<file path="src/rtl/frame_buffer_writer_pkg.sv">
// Shared definitions for the frame buffer writer and the VGA read side:
// command encodings, default frame size and the {Y, X} address map.
package frame_buffer_writer_pkg;

  localparam int H_PIX_DEF = 160;
  localparam int V_PIX_DEF = 120;
  localparam int X_W       = 8;
  localparam int Y_W       = 7;
  localparam int ADDR_W    = Y_W + X_W;

  typedef enum logic [1:0] {
    OP_SET_PIXEL  = 2'b00,
    OP_FILL_RECT  = 2'b01,
    OP_CLEAR      = 2'b10,
    OP_WAIT_VSYNC = 2'b11
  } op_t;

  typedef enum logic [1:0] {
    ST_IDLE,
    ST_DRAW,
    ST_WAIT_VS,
    ST_FINISH
  } state_t;

  function automatic logic [ADDR_W-1:0] pack_addr(input logic [Y_W-1:0] y,
                                                  input logic [X_W-1:0] x);
    return {y, x};
  endfunction

endpackage

</file>
<file path="src/rtl/frame_buffer_writer_if.sv">
// Command and frame-buffer write bus of the frame buffer writer.
// master = command issuer / buffer observer, slave = the writer itself.
interface frame_buffer_writer_if;
  import frame_buffer_writer_pkg::*;

  logic              CMD_VALID;
  logic              CMD_READY;
  logic [1:0]        CMD_OP;
  logic [X_W-1:0]    CMD_X0;
  logic [X_W-1:0]    CMD_X1;
  logic [Y_W-1:0]    CMD_Y0;
  logic [Y_W-1:0]    CMD_Y1;
  logic              CMD_COLOUR;
  logic              BUF_WE;
  logic [ADDR_W-1:0] BUF_ADDR;
  logic              BUF_DATA;

  modport master (
    output CMD_VALID, CMD_OP, CMD_X0, CMD_X1, CMD_Y0, CMD_Y1, CMD_COLOUR,
    input  CMD_READY, BUF_WE, BUF_ADDR, BUF_DATA
  );

  modport slave (
    input  CMD_VALID, CMD_OP, CMD_X0, CMD_X1, CMD_Y0, CMD_Y1, CMD_COLOUR,
    output CMD_READY, BUF_WE, BUF_ADDR, BUF_DATA
  );

endinterface

</file>
<file path="src/rtl/frame_buffer_writer_sync_edge_detect.sv">
// Two-flop synchronizer for an asynchronous level plus a falling-edge
// detector on the synchronized value. Flops reset high (idle sync level).
module sync_edge_detect (
  input  logic CLK,
  input  logic RESET,
  input  logic async_in,
  output logic sync_out,
  output logic fall
);

  logic meta_q;
  logic sync_q;
  logic prev_q;

  always_ff @(posedge CLK) begin
    if (RESET) begin
      meta_q <= 1'b1;
      sync_q <= 1'b1;
      prev_q <= 1'b1;
    end else begin
      meta_q <= async_in;
      sync_q <= meta_q;
      prev_q <= sync_q;
    end
  end

  assign sync_out = sync_q;
  assign fall     = prev_q & ~sync_q;

endmodule

</file>
<file path="src/rtl/frame_buffer_writer.sv">
// Frame buffer writer: accepts pixel/rectangle/clear/vsync-wait commands
// and streams one pixel write per cycle in raster order.
//   state      | meaning
//   ST_IDLE    | ready for a command
//   ST_DRAW    | writing one pixel per cycle
//   ST_WAIT_VS | waiting for falling edge of synchronized VGA_VS
//   ST_FINISH  | one-cycle DONE pulse
module frame_buffer_writer
  import frame_buffer_writer_pkg::*;
#(
  parameter int H_PIX = H_PIX_DEF,
  parameter int V_PIX = V_PIX_DEF
) (
  input  logic                        CLK,
  input  logic                        RESET,
  input  logic                        VGA_VS,
  frame_buffer_writer_if.slave        cmd_bus,
  output logic                        BUSY,
  output logic                        DONE
);

  localparam logic [X_W-1:0] X_MAX = X_W'(H_PIX - 1);
  localparam logic [Y_W-1:0] Y_MAX = Y_W'(V_PIX - 1);

  state_t         state, state_nxt;
  logic [X_W-1:0] x_cnt, x_start, x_end;
  logic [Y_W-1:0] y_cnt, y_end;
  logic           colour;

  logic [X_W-1:0] dec_x0, dec_x1, x1_clamp;
  logic [Y_W-1:0] dec_y0, dec_y1, y1_clamp;
  logic           rect_empty;
  logic           is_wait;
  logic           accept;
  logic           last_pix;
  logic           vs_sync, vs_fall;
  logic           ready, we, busy, done;

  sync_edge_detect u_vs_sync (
    .CLK      (CLK),
    .RESET    (RESET),
    .async_in (VGA_VS),
    .sync_out (vs_sync),
    .fall     (vs_fall)
  );

  // Every op is normalised to an inclusive, clamped rectangle.
  always_comb begin
    dec_x0  = cmd_bus.CMD_X0;
    dec_x1  = cmd_bus.CMD_X1;
    dec_y0  = cmd_bus.CMD_Y0;
    dec_y1  = cmd_bus.CMD_Y1;
    is_wait = 1'b0;
    case (op_t'(cmd_bus.CMD_OP))
      OP_SET_PIXEL: begin
        dec_x1 = cmd_bus.CMD_X0;
        dec_y1 = cmd_bus.CMD_Y0;
      end
      OP_CLEAR: begin
        dec_x0 = '0;
        dec_x1 = X_MAX;
        dec_y0 = '0;
        dec_y1 = Y_MAX;
      end
      OP_WAIT_VSYNC: is_wait = 1'b1;
      default: ;
    endcase
    x1_clamp   = (dec_x1 > X_MAX) ? X_MAX : dec_x1;
    y1_clamp   = (dec_y1 > Y_MAX) ? Y_MAX : dec_y1;
    rect_empty = (dec_x0 > X_MAX) || (dec_y0 > Y_MAX) ||
                 (dec_x0 > x1_clamp) || (dec_y0 > y1_clamp);
  end

  assign last_pix = (x_cnt == x_end) && (y_cnt == y_end);
  assign accept   = ready & cmd_bus.CMD_VALID;

  always_ff @(posedge CLK) begin
    if (RESET) begin
      state <= ST_IDLE;
    end else begin
      state <= state_nxt;
    end
  end

  always_comb begin
    state_nxt = state;
    ready     = 1'b0;
    we        = 1'b0;
    busy      = 1'b1;
    done      = 1'b0;
    case (state)
      ST_IDLE: begin
        ready = 1'b1;
        busy  = 1'b0;
        if (cmd_bus.CMD_VALID) begin
          if (is_wait)         state_nxt = ST_WAIT_VS;
          else if (rect_empty) state_nxt = ST_FINISH;
          else                 state_nxt = ST_DRAW;
        end
      end
      ST_DRAW: begin
        we = 1'b1;
        if (last_pix) state_nxt = ST_FINISH;
      end
      ST_WAIT_VS: begin
        if (vs_fall) state_nxt = ST_FINISH;
      end
      ST_FINISH: begin
        done      = 1'b1;
        state_nxt = ST_IDLE;
      end
      default: state_nxt = ST_IDLE;
    endcase
  end

  always_ff @(posedge CLK) begin
    if (RESET) begin
      x_cnt   <= '0;
      y_cnt   <= '0;
      x_start <= '0;
      x_end   <= '0;
      y_end   <= '0;
      colour  <= 1'b0;
    end else if (accept) begin
      x_cnt   <= dec_x0;
      y_cnt   <= dec_y0;
      x_start <= dec_x0;
      x_end   <= x1_clamp;
      y_end   <= y1_clamp;
      colour  <= cmd_bus.CMD_COLOUR;
    end else if (state == ST_DRAW && !last_pix) begin
      if (x_cnt == x_end) begin
        x_cnt <= x_start;
        y_cnt <= y_cnt + 1'b1;
      end else begin
        x_cnt <= x_cnt + 1'b1;
      end
    end
  end

  assign cmd_bus.CMD_READY = ready;
  assign cmd_bus.BUF_WE    = we;
  assign cmd_bus.BUF_ADDR  = pack_addr(y_cnt, x_cnt);
  assign cmd_bus.BUF_DATA  = colour;
  assign BUSY              = busy;
  assign DONE              = done;

endmodule

</file>
<file path="src/flat_wrapper.sv">
// flat-port wrapper written by rule: the top's interface ports become plain ports
module frame_buffer_writer_flat import frame_buffer_writer_pkg::*;
#(
  parameter int H_PIX = H_PIX_DEF,
  parameter int V_PIX = V_PIX_DEF
)
  (CLK, RESET, VGA_VS, BUSY, DONE, cmd_bus_CMD_VALID, cmd_bus_CMD_OP, cmd_bus_CMD_X0, cmd_bus_CMD_X1, cmd_bus_CMD_Y0, cmd_bus_CMD_Y1, cmd_bus_CMD_COLOUR, cmd_bus_CMD_READY, cmd_bus_BUF_WE, cmd_bus_BUF_ADDR, cmd_bus_BUF_DATA);
  frame_buffer_writer_if cmd_bus_i ();
  input  logic CLK;
  input  logic RESET;
  input  logic VGA_VS;
  output logic BUSY;
  output logic DONE;
  input wire logic [$bits(cmd_bus_i.CMD_VALID)-1:0] cmd_bus_CMD_VALID;
  input wire logic [$bits(cmd_bus_i.CMD_OP)-1:0] cmd_bus_CMD_OP;
  input wire logic [$bits(cmd_bus_i.CMD_X0)-1:0] cmd_bus_CMD_X0;
  input wire logic [$bits(cmd_bus_i.CMD_X1)-1:0] cmd_bus_CMD_X1;
  input wire logic [$bits(cmd_bus_i.CMD_Y0)-1:0] cmd_bus_CMD_Y0;
  input wire logic [$bits(cmd_bus_i.CMD_Y1)-1:0] cmd_bus_CMD_Y1;
  input wire logic [$bits(cmd_bus_i.CMD_COLOUR)-1:0] cmd_bus_CMD_COLOUR;
  output wire logic [$bits(cmd_bus_i.CMD_READY)-1:0] cmd_bus_CMD_READY;
  output wire logic [$bits(cmd_bus_i.BUF_WE)-1:0] cmd_bus_BUF_WE;
  output wire logic [$bits(cmd_bus_i.BUF_ADDR)-1:0] cmd_bus_BUF_ADDR;
  output wire logic [$bits(cmd_bus_i.BUF_DATA)-1:0] cmd_bus_BUF_DATA;
  assign cmd_bus_i.CMD_VALID = cmd_bus_CMD_VALID;
  assign cmd_bus_i.CMD_OP = cmd_bus_CMD_OP;
  assign cmd_bus_i.CMD_X0 = cmd_bus_CMD_X0;
  assign cmd_bus_i.CMD_X1 = cmd_bus_CMD_X1;
  assign cmd_bus_i.CMD_Y0 = cmd_bus_CMD_Y0;
  assign cmd_bus_i.CMD_Y1 = cmd_bus_CMD_Y1;
  assign cmd_bus_i.CMD_COLOUR = cmd_bus_CMD_COLOUR;
  assign cmd_bus_CMD_READY = cmd_bus_i.CMD_READY;
  assign cmd_bus_BUF_WE = cmd_bus_i.BUF_WE;
  assign cmd_bus_BUF_ADDR = cmd_bus_i.BUF_ADDR;
  assign cmd_bus_BUF_DATA = cmd_bus_i.BUF_DATA;
  frame_buffer_writer #(.H_PIX(H_PIX), .V_PIX(V_PIX)) u_core (.CLK(CLK), .RESET(RESET), .VGA_VS(VGA_VS), .cmd_bus(cmd_bus_i), .BUSY(BUSY), .DONE(DONE));
endmodule
</file>
<file path="config.mk">
export PLATFORM = sky130hd
export DESIGN_NAME = frame_buffer_writer_flat
export DESIGN_NICKNAME = d
export VERILOG_FILES = /design/src/rtl/frame_buffer_writer_pkg.sv /design/src/rtl/frame_buffer_writer_if.sv /design/src/rtl/frame_buffer_writer_sync_edge_detect.sv /design/src/rtl/frame_buffer_writer.sv /design/src/flat_wrapper.sv
export SDC_FILE = /design/constraint.sdc
export NUM_CORES = 1
export LEC_CHECK = 0
export CAP_MARGIN = 20
export CORE_MARGIN = 5
export CORE_UTILIZATION = 35
export CTS_BUF_LIST = sky130_fd_sc_hd__clkbuf_8 sky130_fd_sc_hd__clkbuf_16
export DETAILED_ROUTE_END_ITERATION = 12
export SLEW_MARGIN = 30
export SYNTH_ARGS = -nofsm -noshare
export SYNTH_HDL_FRONTEND = slang
export SYNTH_SLANG_ARGS = --single-unit
</file>
<file path="constraint.sdc">
create_clock -name CLK -period 3.8 [get_ports CLK]
set_input_delay 0.76 -clock CLK [delete_from_list [all_inputs] [get_ports CLK]]
set_output_delay 0.76 -clock CLK [all_outputs]
set_load 0.01 [all_outputs]
</file>
=== Yosys cells after proc, flatten, opt, wreduce, memory -nomap -nowiden ===
Cells that the tools add are included.
Widths: inputs -> output; s select.

* Bits in registers: 44
* Latch bits: 0
* Memory bits (writable): 0
* ROM bits: 0
* Output and inout port bits: 20
* Memories kept: 0

* $add $sub $neg: 2
* $mul: 0
* Div/mod/pow operators: 0
* Magnitude comparators: 6
* Eq/ne operators: 10
* Shift-type cells: 0
* Multiplexer cells: 23
* Bitwise operators: 3
* Reductions and logical operators: 12

{| class="wikitable"
|+ Operators by type and width
! kind !! number
|-
| $mux 8 || 5
|-
| $mux 7 || 5
|-
| $gt 8x8->1 const B || 2
|-
| $pmux 8 s2 || 1
|-
| $gt 7x7->1 const B || 2
|-
| $pmux 7 s2 || 1
|-
| $mux 2 || 5
|-
| $add 8x1->8 const B || 1
|-
| $eq 2x2->1 const B || 4
|-
| $eq 8x8->1 || 1
|-
| $gt 8x8->1 || 1
|-
| $pmux 2 s4 || 1
|-
| $add 7x1->7 const B || 1
|-
| $eq 7x7->1 || 1
|-
| $gt 7x7->1 || 1
|-
| $mux 1 || 5
|-
| $logic_not 2->1 || 2
|-
| $ne 2x2->1 const B || 2
|-
| $reduce_bool 2->1 || 2
|-
| $logic_or 1x1->1 || 3
|-
| $reduce_and 3->1 || 1
|-
| $and 1x1->1 || 2
|-
| $eq 2x1->1 const B || 1
|-
| $logic_and 1x1->1 || 2
|-
| other kinds (4) || 4
|}

=== Depth between registers and ports, before layout ===
Gate-level depths: netlist of the first run.

* Depth in word-level cells: 11
* Depth in mapped cells: 13
* Depth with buffers taken out: 12

=== Cells and area by module ===
Synthesis of the first run repeated with hierarchy kept, for this count alone.

* Cell total of the unflattened synthesis: 376
* Area, all modules: 3093.0 sq um

{| class="wikitable"
|+ Modules (own cells, without submodules)
! module !! instances !! cells an instance !! area each (sq um) !! sequential area each (sq um)
|-
| frame_buffer_writer || 1 || 369 || 3007.9 || 820.8
|-
| sync_edge_detect || 1 || 7 || 85.1 || 60.1
|}

=== Least setup slack after synthesis of the first run ===
Ideal clock, no wire load.

* Path type: input to register
* Start point: input port cmd_bus_CMD_OP[1]
* End point: register u_core.state[1]
* Data arrival time: 2.940 ns
* Required time: 3.730 ns
* Setup slack: 0.789 ns
* Stages on the path: 12
* Buffers on the path: 1
* Path through: buf_2 nor2b_1 mux2i_1 or4_1 o21a_1 ha_1 a21oi_1 a21oi_1 nor3_1 o211a_1 a211o_1 a21oi_1

* Longest elaborated chain between the ends: 11

{| class="wikitable"
|+ Ends and longest elaborated chain
! item !! RTL line !! RTL
|-
| start, declared || flat_wrapper.sv:15 || <nowiki>input wire logic [$bits(cmd_bus_i.CMD_OP)-1:0] cmd_bus_CMD_OP;</nowiki>
|-
| $eq 2x2->1 or $logic_not 2->1 (tied branches) || frame_buffer_writer.sv:54 || <nowiki>case (op_t'(cmd_bus.CMD_OP))</nowiki>
|-
| $pmux 8 s2 || frame_buffer_writer.sv:54 ||
|-
| $gt 8x8->1 || frame_buffer_writer.sv:68 || <nowiki>x1_clamp = (dec_x1 > X_MAX) ? X_MAX : dec_x1;</nowiki>
|-
| $mux 8 || frame_buffer_writer.sv:68 ||
|-
| $gt 8x8->1 || frame_buffer_writer.sv:71 || <nowiki>(dec_x0 > x1_clamp) || (dec_y0 > y1_clamp);</nowiki>
|-
| $logic_or 1x1->1 || frame_buffer_writer.sv:70 || <nowiki>rect_empty = (dec_x0 > X_MAX) || (dec_y0 > Y_MAX) ||</nowiki>
|-
| $logic_or 1x1->1 || frame_buffer_writer.sv:71 ||
|-
| $mux 2 || frame_buffer_writer.sv:97 || <nowiki>else if (rect_empty) state_nxt = ST_FINISH;</nowiki>
|-
| $mux 2 * || frame_buffer_writer.sv:96 || <nowiki>if (is_wait) state_nxt = ST_WAIT_VS;</nowiki>
|-
| $mux 2 * || frame_buffer_writer.sv:95 || <nowiki>if (cmd_bus.CMD_VALID) begin</nowiki>
|-
| $pmux 2 s4 * || frame_buffer_writer.sv:91 || <nowiki>case (state)</nowiki>
|-
| end signal, assigned || frame_buffer_writer.sv:81 || <nowiki>state <= state_nxt;</nowiki>
|-
| end, declared || frame_buffer_writer.sv:25 || <nowiki>state_t state, state_nxt;</nowiki>
|}

Every way passes the cells marked *; elsewhere a longest branch is shown, timed or not. The select of a mux whose other input is x is not followed.
A chain may end at the register's enable or synchronous reset.

=== Worst setup path in the final report of the first run ===
* Start point: input port cmd_bus_CMD_OP[0]
* End point: register u_core.state[1]

Same word-level chain as after synthesis.

==> results.cfg, run 1 <==
[run_status]
status = completed

[timing]
setup_viol = 0
fin_skew_ns = 0.0107
fin_tns_setup_ns = 0
rsz0062_at_grt = no
fin_crit_sh_pct = 88.2
fin_crit_ns = 3.35
slew_headroom_pct = 67.5
finalHoldViolCount = 0
fmax_mhz = 298
tightestPinTransition_ns = 0.486
drv_slew = 0

[cts]
cts_setup_buffers = 0
cts_inserted_buffers = 5
cts_tree = yes
htree_levels = 2
clkLatencyLatePin_ns = 0.30
cts-resized-gates = 0
holdBufCountCts = 0
cts.sinks = 44
cts-root-buf = clkbuf_8
clk_path_buf_depth = 2
clk_pin_slew_ns = 0.08

[global_route]
grt_max_degree = 30
grtUsageTotal_pct = 16.6
grt_pass1_wl_mm = 13.8
overflow = 0
grt_pass1_vias = 2826
grt_antenna_before_repair = 0

[critical_path]
crit_chain = clkdlybuf4s50_1 > buf_12 > o31ai_1 > or4_1 > o21a_1 > ha_1 > nand3b_1 > a21oi_1 > nor3_1 > o211a_1 > a211o_1 > a21oi_1
worstReg2RegStart = u_core.state[1]
cp_common_cell = a21oi_1
critical-path-max-stage-delay_ns = 0.65
worstSetupEndpointType = register
crit_path_top_delay_cell = clkdlybuf4s50_1
cp.arrival_ns = 3.57
cp.required_ns = 4.02
cp-startpoint = cmd_bus_CMD_OP[0]
cp-start-kind = input port
critical_path_class = in2reg
critPathMaxFanout = 29

[worst_hold_path]
hold_path_class = reg2reg
hold_start = u_core.u_vs_sync.meta_q

[placement]
dpl-instance-area_um2 = 3680
io_buffers = 56
gp_congestion = 0.880
place_hpwl_mm = 6.73

[drt]
vias = 2785
drt_iter0_markers = 96
vias_per_cell = 5.22
ant_nets = 0
wire_per_inst_um = 15.3
drt_drc_violations_left = 0
finalWirelength_mm = 8.17
drtPass1Iterations = 4

[floorplan]
die_h_um = 102
fp.dieW_um = 102
dieArea_um2 = 10400
start_util_pct = 35.9
core_um2 = 8260
rows = 33
ios = 57

[job]
cap_violations = 0

[yosys]
yosys.cell_types.count = 54
postSynthAreaPerCell_um2 = 7.95
yosys-mux-area-fraction_pct = 1.01
ys.flop_type = dfxtp_1
async_flop_share_pct = 0
synth_area_um2 = 2970
synth-compound-area-share_pct = 20.8
yosysSeqAreaShare_pct = 29.7
syn_nets = 431
synthSimpleGateAreaFrac_pct = 28.3
synthAdderAreaFrac_pct = 8.86
synth_top_family_by_area = simple AND/OR/NAND/NOR gates
synthXorXnorAreaFrac_pct = 6.79
yosys_warnings = 0
ys_ff_latch = 44
synth_edf_count = 0
netlist_instances = 373
synth_top_area_share_pct = 29.7
ys_top_cells_by_area = dfxtp_1, ha_1, nand2_1
yosysTopAreaCell = dfxtp_1

[pwr]
p_int_mw = 1.13
power.density_nw_per_um2 = 490
peakVddDrop_uv = 341
pwr-share-comb_pct = 45.4
switchingPower_mw = 0.719
total_leakage_power_nw = 1.55
clockPowerShare_pct = 19.2
p_seq_share_pct = 35.5
power.share.switching_pct = 38.8

[final_layout]
layout_commonest_cell = clkdlybuf4s50_1
mostFrequentLayoutCells = clkdlybuf4s50_1, nand2_1, dfxtp_1, nor2_1, a21oi_1
layout-drive-gt1-share_pct = 7.46
final_area_um2 = 3780
diodes = 0
area_growth_pct = 27.6
nets = 486
[critical path: cells and delay by family]
kind / cells / cell delay [ns]
adders and majority gates: 1 / 0.32
AOI/OAI and AO/OA: 6 / 1.00
and+or+nand+nor: 3 / 0.65
buffers and inverters: 2 / 0.86
[flip-flops by register name, indices dropped and copies added, names as in the netlist]
name and count:
u_core.cmd_bus.BUF_DATA 1, u_core.state 2, u_core.u_vs_sync.meta_q 1, u_core.u_vs_sync.prev_q 1, u_core.u_vs_sync.sync_out 1, u_core.x_cnt 8, u_core.x_end 8, u_core.x_start 8
u_core.y_cnt 7, u_core.y_end 7
[layer usage]
layer	GRT usage (%)	wire length, µm
met2	26.1	3670
met4	5.95	146
met5	0	0
met1	23.0	4020
met3	2.66	330
[cells in the mapped netlist (all sizes together), types with 5 or more instances]
library cell,instances
ha,21
inv,12
nand2b,13
nor2b,6
nor3,15
o211ai,5
clkbuf,12
nor2,30
dfxtp,44
xnor2,5
nand3,6
xor2,18
nand2,45
a21oi,26
buf,9
and2,21
nand4,9
o21ai,11
a211oi,10
a22o,7
[cells by family after synthesis]
kind of cell / after synthesis
compound gates: 89
mux: 3
fa+ha+maj: 21
buf+inv: 33
simple gates: 160
xor+xnor: 23
flops: 44
[power groups by stage]
stage	clock, mW	sequential, mW	combinational (mW)
after floorplan	0	0.654	0.559
after global placement	0	0.667	0.833
after detailed placement	0	0.669	0.843
after CTS	0.366	0.658	0.846
after global routing	0.382	0.673	0.936
final	0.355	0.657	0.841
[worst paths after layout]
check / slack, ns / depth (start not counted) / endpoint
setup reg to reg: 1.68 / 8 / u_core.x_cnt[0]
hold / removal: 0.42 / 1 / u_core.u_vs_sync.sync_out
hold reg to reg: 0.42 / 1 / u_core.u_vs_sync.sync_out
setup / recovery: 0.45 / 12 / u_core.state[1]
[final cells by class]
class / instances / area, µm²
fillers: 870 / 4470
multi-input cells: 296 / 1950
clock inverters: 3 / 38.8
well taps: 105 / 131
flip-flops and latches: 44 / 881
inverters: 12 / 45.0
repair buffers: 69 / 671
clock buffers: 5 / 68.8
[through the flow]
| stage | utilization (%) | setup slack (ns) | power [mW] | std cells | hold slack [ns] |
|---|---|---|---|---|---|
| after floorplan | - | 0.789 | 1.21 | 373 | 0.389 |
| after global placement | 44.5 | 0.241 | 1.50 | 526 | 0.398 |
| after detailed placement | 44.5 | 0.145 | 1.51 | 526 | 0.405 |
| after CTS | 45.8 | 0.456 | 1.87 | 534 | 0.426 |
| after global routing | 45.8 | 0.292 | 1.99 | 534 | 0.443 |
| final | 45.8 | 0.447 | 1.85 | 534 | 0.423 |
Power figures use the tool's default switching activity.
==> inputs of run 2 (changes only) <==
--- a/config.mk
+++ b/config.mk
@@ -10,6 +10,7 @@
 export CORE_UTILIZATION = 35
 export CTS_BUF_LIST = sky130_fd_sc_hd__clkbuf_8 sky130_fd_sc_hd__clkbuf_16
 export DETAILED_ROUTE_END_ITERATION = 12
+export GPL_TIMING_DRIVEN = 1
 export SLEW_MARGIN = 30
 export SYNTH_ARGS = -nofsm -noshare
 export SYNTH_HDL_FRONTEND = slang
==> results of run 2 <==
Same layout as run 1: the final DEF is identical, and so are final timing and power.
==> inputs of run 3 (changes only) <==
--- a/config.mk
+++ b/config.mk
@@ -11,7 +11,9 @@
 export CTS_BUF_LIST = sky130_fd_sc_hd__clkbuf_8 sky130_fd_sc_hd__clkbuf_16
 export DETAILED_ROUTE_END_ITERATION = 12
 export GPL_TIMING_DRIVEN = 1
+export PLACE_DENSITY_LB_ADDON = 0.1
 export SLEW_MARGIN = 30
 export SYNTH_ARGS = -nofsm -noshare
 export SYNTH_HDL_FRONTEND = slang
+export SYNTH_HIERARCHICAL = 1
 export SYNTH_SLANG_ARGS = --single-unit
==> constraint.sdc (replaced) <==
create_clock -name CLK -period 4.4 [get_ports CLK]
set_input_delay 0.88 -clock CLK [delete_from_list [all_inputs] [get_ports CLK]]
set_output_delay 0.88 -clock CLK [all_outputs]
set_load 0.01 [all_outputs]
==> results.cfg, run 3 <==
[critical_path]
worstSetupEndpointType = register
r2r_slack_ns = 1.94
critical_path_class = in2reg
worstReg2RegStart = u_core/y_cnt[0]
crit_path_top_delay_cell = clkdlybuf4s50_1
worst-path-buf-inv = 1
r2r-end = u_core/state[0]
critPathMaxFanout = 11
r2r_cells = 5
crit_chain = clkdlybuf4s50_1 > or2_2 > o22ai_2 > a21oi_1 > nor2_1 > ha_1 > nor2b_1 > o2111ai_1 > a211oi_1 > o41ai_1 > mux2i_1
critical-path-max-stage-delay_ns = 0.61
crit_family = compound AO/OA/AOI/OAI gates
cp.arrival_ns = 3.74
cp.depth = 11
cp.required_ns = 4.56
cp-start-kind = input port

[pwr]
pwr-share-comb_pct = 54.5
power.density_nw_per_um2 = 474
p_seq_share_pct = 32.3
power.share.switching_pct = 44.4
clockPowerShare_pct = 13.2
switchingPower_mw = 0.801
total_leakage_power_nw = 1.35
p_int_mw = 1.00
peakVddDrop_uv = 326

[cts]
clk_pin_slew_ns = 0.08
cts_inserted_buffers = 5
cts-root-buf = clkbuf_8
clkLatencyLatePin_ns = 0.29
cts-resized-gates = 0
cts_tree = yes
holdBufCountCts = 0
clk_path_buf_depth = 2
cts.sinks = 44
cts_setup_buffers = 0
htree_levels = 2

[timing]
fin_crit_sh_pct = 81.5
drv_slew = 0
tightestPinTransition_ns = 0.803
finalHoldViolCount = 0
slew_headroom_pct = 46.3
fmax_mhz = 279
fin_crit_ns = 3.58
rsz0062_at_grt = no
setup_ws_ns = 0.816
fin_skew_ns = 0.00710
setup_viol = 0
fin_tns_setup_ns = 0

[yosys]
syn_nets = 434
synth.most_common_cell = dfxtp_1
ys.flop_type = dfxtp_1
netlist_instances = 376
async_flop_share_pct = 0
synthAdderAreaFrac_pct = 8.50
synth-compound-area-share_pct = 26.5
synthXorXnorAreaFrac_pct = 6.96
yosysTopAreaCell = dfxtp_1
synth_top_area_share_pct = 28.5
synth_edf_count = 0
synth_area_um2 = 3090
yosys-mux-area-fraction_pct = 1.50
ys_ff_latch = 44
yosys_warnings = 6
postSynthAreaPerCell_um2 = 8.23
yosys.cell_types.count = 67
ys_top_cells_by_area = dfxtp_1, ha_1, a21oi_1
synthSimpleGateAreaFrac_pct = 23.7
synth_commonest_cells = dfxtp_1, nand2_1, a21oi_1
yosysSeqAreaShare_pct = 28.5
synth_top_family_by_area = compound AO/OA/AOI/OAI gates

[floorplan]
rows = 34
core_um2 = 8680
fp.dieW_um = 104
die_h_um = 104
dieArea_um2 = 10800
ios = 57
start_util_pct = 35.6

[placement]
gp_congestion = 0.868
place_hpwl_mm = 7.25
io_buffers = 56
dpl-instance-area_um2 = 3730
dp_slack_ns = 0.567

[worst_hold_path]
holdPathStages = 1
hold_path_class = reg2reg
hold_start = u_core/u_vs_sync/meta_q
min_to = u_core/u_vs_sync/sync_out

[final_layout]
final_area_um2 = 3800
reg_top3 = u_core/x_cnt (8), u_core/x_end (8), u_core/x_start (8)
area_growth_pct = 23.0
final_util_pct = 43.8
diodes = 0
nets = 479
layout_commonest_cell = clkdlybuf4s50_1
mostFrequentLayoutCells = clkdlybuf4s50_1, dfxtp_1, nand2_1, a21oi_1, nor2_1
layout-drive-gt1-share_pct = 7.13

[drt]
dr_wl_met2_mm = 4.24
wl_met1_mm = 4.64
drtPass1Iterations = 5
top_layer_used = met4
finalWirelength_mm = 9.30
ant_nets = 0
wire_per_inst_um = 17.6
drt_iter0_markers = 198
vias_per_cell = 5.64
drt_drc_violations_left = 0
vias = 2981
dr_wl_met3_um = 382

[global_route]
grt_pass1_wl_mm = 14.7
grt_max_degree = 41
grt_pass1_vias = 2842
overflow = 0
grt_antenna_before_repair = 0
grtUsageTotal_pct = 16.3

[run_status]
status = completed

[job]
cap_violations = 0
==> run 3: changes by cell type in the layout (fill, tap and decap cells not counted), moves of 6 or more <==
cell | previous run | this run
a32oi_1 | 0 | 6
xor2_1 | 18 | 2
nand3_1 | 6 | 12
nor3_1 | 14 | 6
o22a_1 | 0 | 6
nand2b_1 | 13 | 4
nand2_1 | 44 | 36
xnor2_1 | 5 | 12
buf_4 | 12 | 5
==> run 3: cell type report <==
class / count / area, µm²
fill: 915 / 4870
clock inverter: 2 / 8.76
tap: 108 / 135
clock buffer: 5 / 68.8
inverter: 9 / 33.8
timing repair buffer: 61 / 598
sequential: 44 / 881
multi-input combinational: 300 / 2080
==> run 3: worst reg2reg max path, delay by kind of cell (launching register included) <==
kind	cells	cell delay, ns
DFF	1	0.48
and+or+nand+nor	1	0.28
xor gates and xnor gates	1	0.15
AOI/OAI and AO/OA	2	1.08
muxes	1	0.35
==> run 3: through the flow <==
stage	cells	power, mW	hold slack (ns)
finish	529	1.80	0.416
global route	529	1.95	0.452
CTS	529	1.82	0.422
detailed placement	522	1.57	0.402
global placement	522	1.58	0.397
floorplan	376	1.26	0.385
==> run 3: worst max path at each step <==
stage | start | end | slack (ns)
2_1_floorplan | cmd_bus_CMD_OP[1] | u_core/state[1] | 1.40
3_3_place_gp | cmd_bus_CMD_OP[1] | u_core/state[1] | 0.69
3_5_place_dp | cmd_bus_CMD_OP[1] | u_core/state[1] | 0.57
4_1_cts | cmd_bus_CMD_OP[1] | u_core/state[1] | 0.87
5_1_grt | cmd_bus_CMD_OP[1] | u_core/state[1] | 0.68
6_report | cmd_bus_CMD_OP[1] | u_core/state[1] | 0.82
==> run 3: cells by family after synthesis <==
family,after synthesis
muxes,4
adders and majority gates,21
and+or+nand+nor,142
AOI/OAI and AO/OA,114
xor gates and xnor gates,19
DFF,44
buffers and inverters,32
==> run 3: power groups by stage <==
stage / logic, mW / clock network [mW] / registers [mW]
after floorplan: 0.686 / 0 / 0.575
after global placement: 0.987 / 0 / 0.592
after detailed placement: 0.978 / 0 / 0.592
after CTS: 0.984 / 0.249 / 0.583
after global routing: 1.09 / 0.264 / 0.596
final: 0.984 / 0.237 / 0.583
==> run 3: per-layer routing <==
| metal | global-route usage [%] | vias up |
|---|---|---|
| li1 | - | 1490 |
| met1 | 23.9 | 1411 |
| met2 | 25.1 | 76 |
| met3 | 2.11 | 4 |
| met4 | 4.07 | 0 |
| met5 | 0 | - |
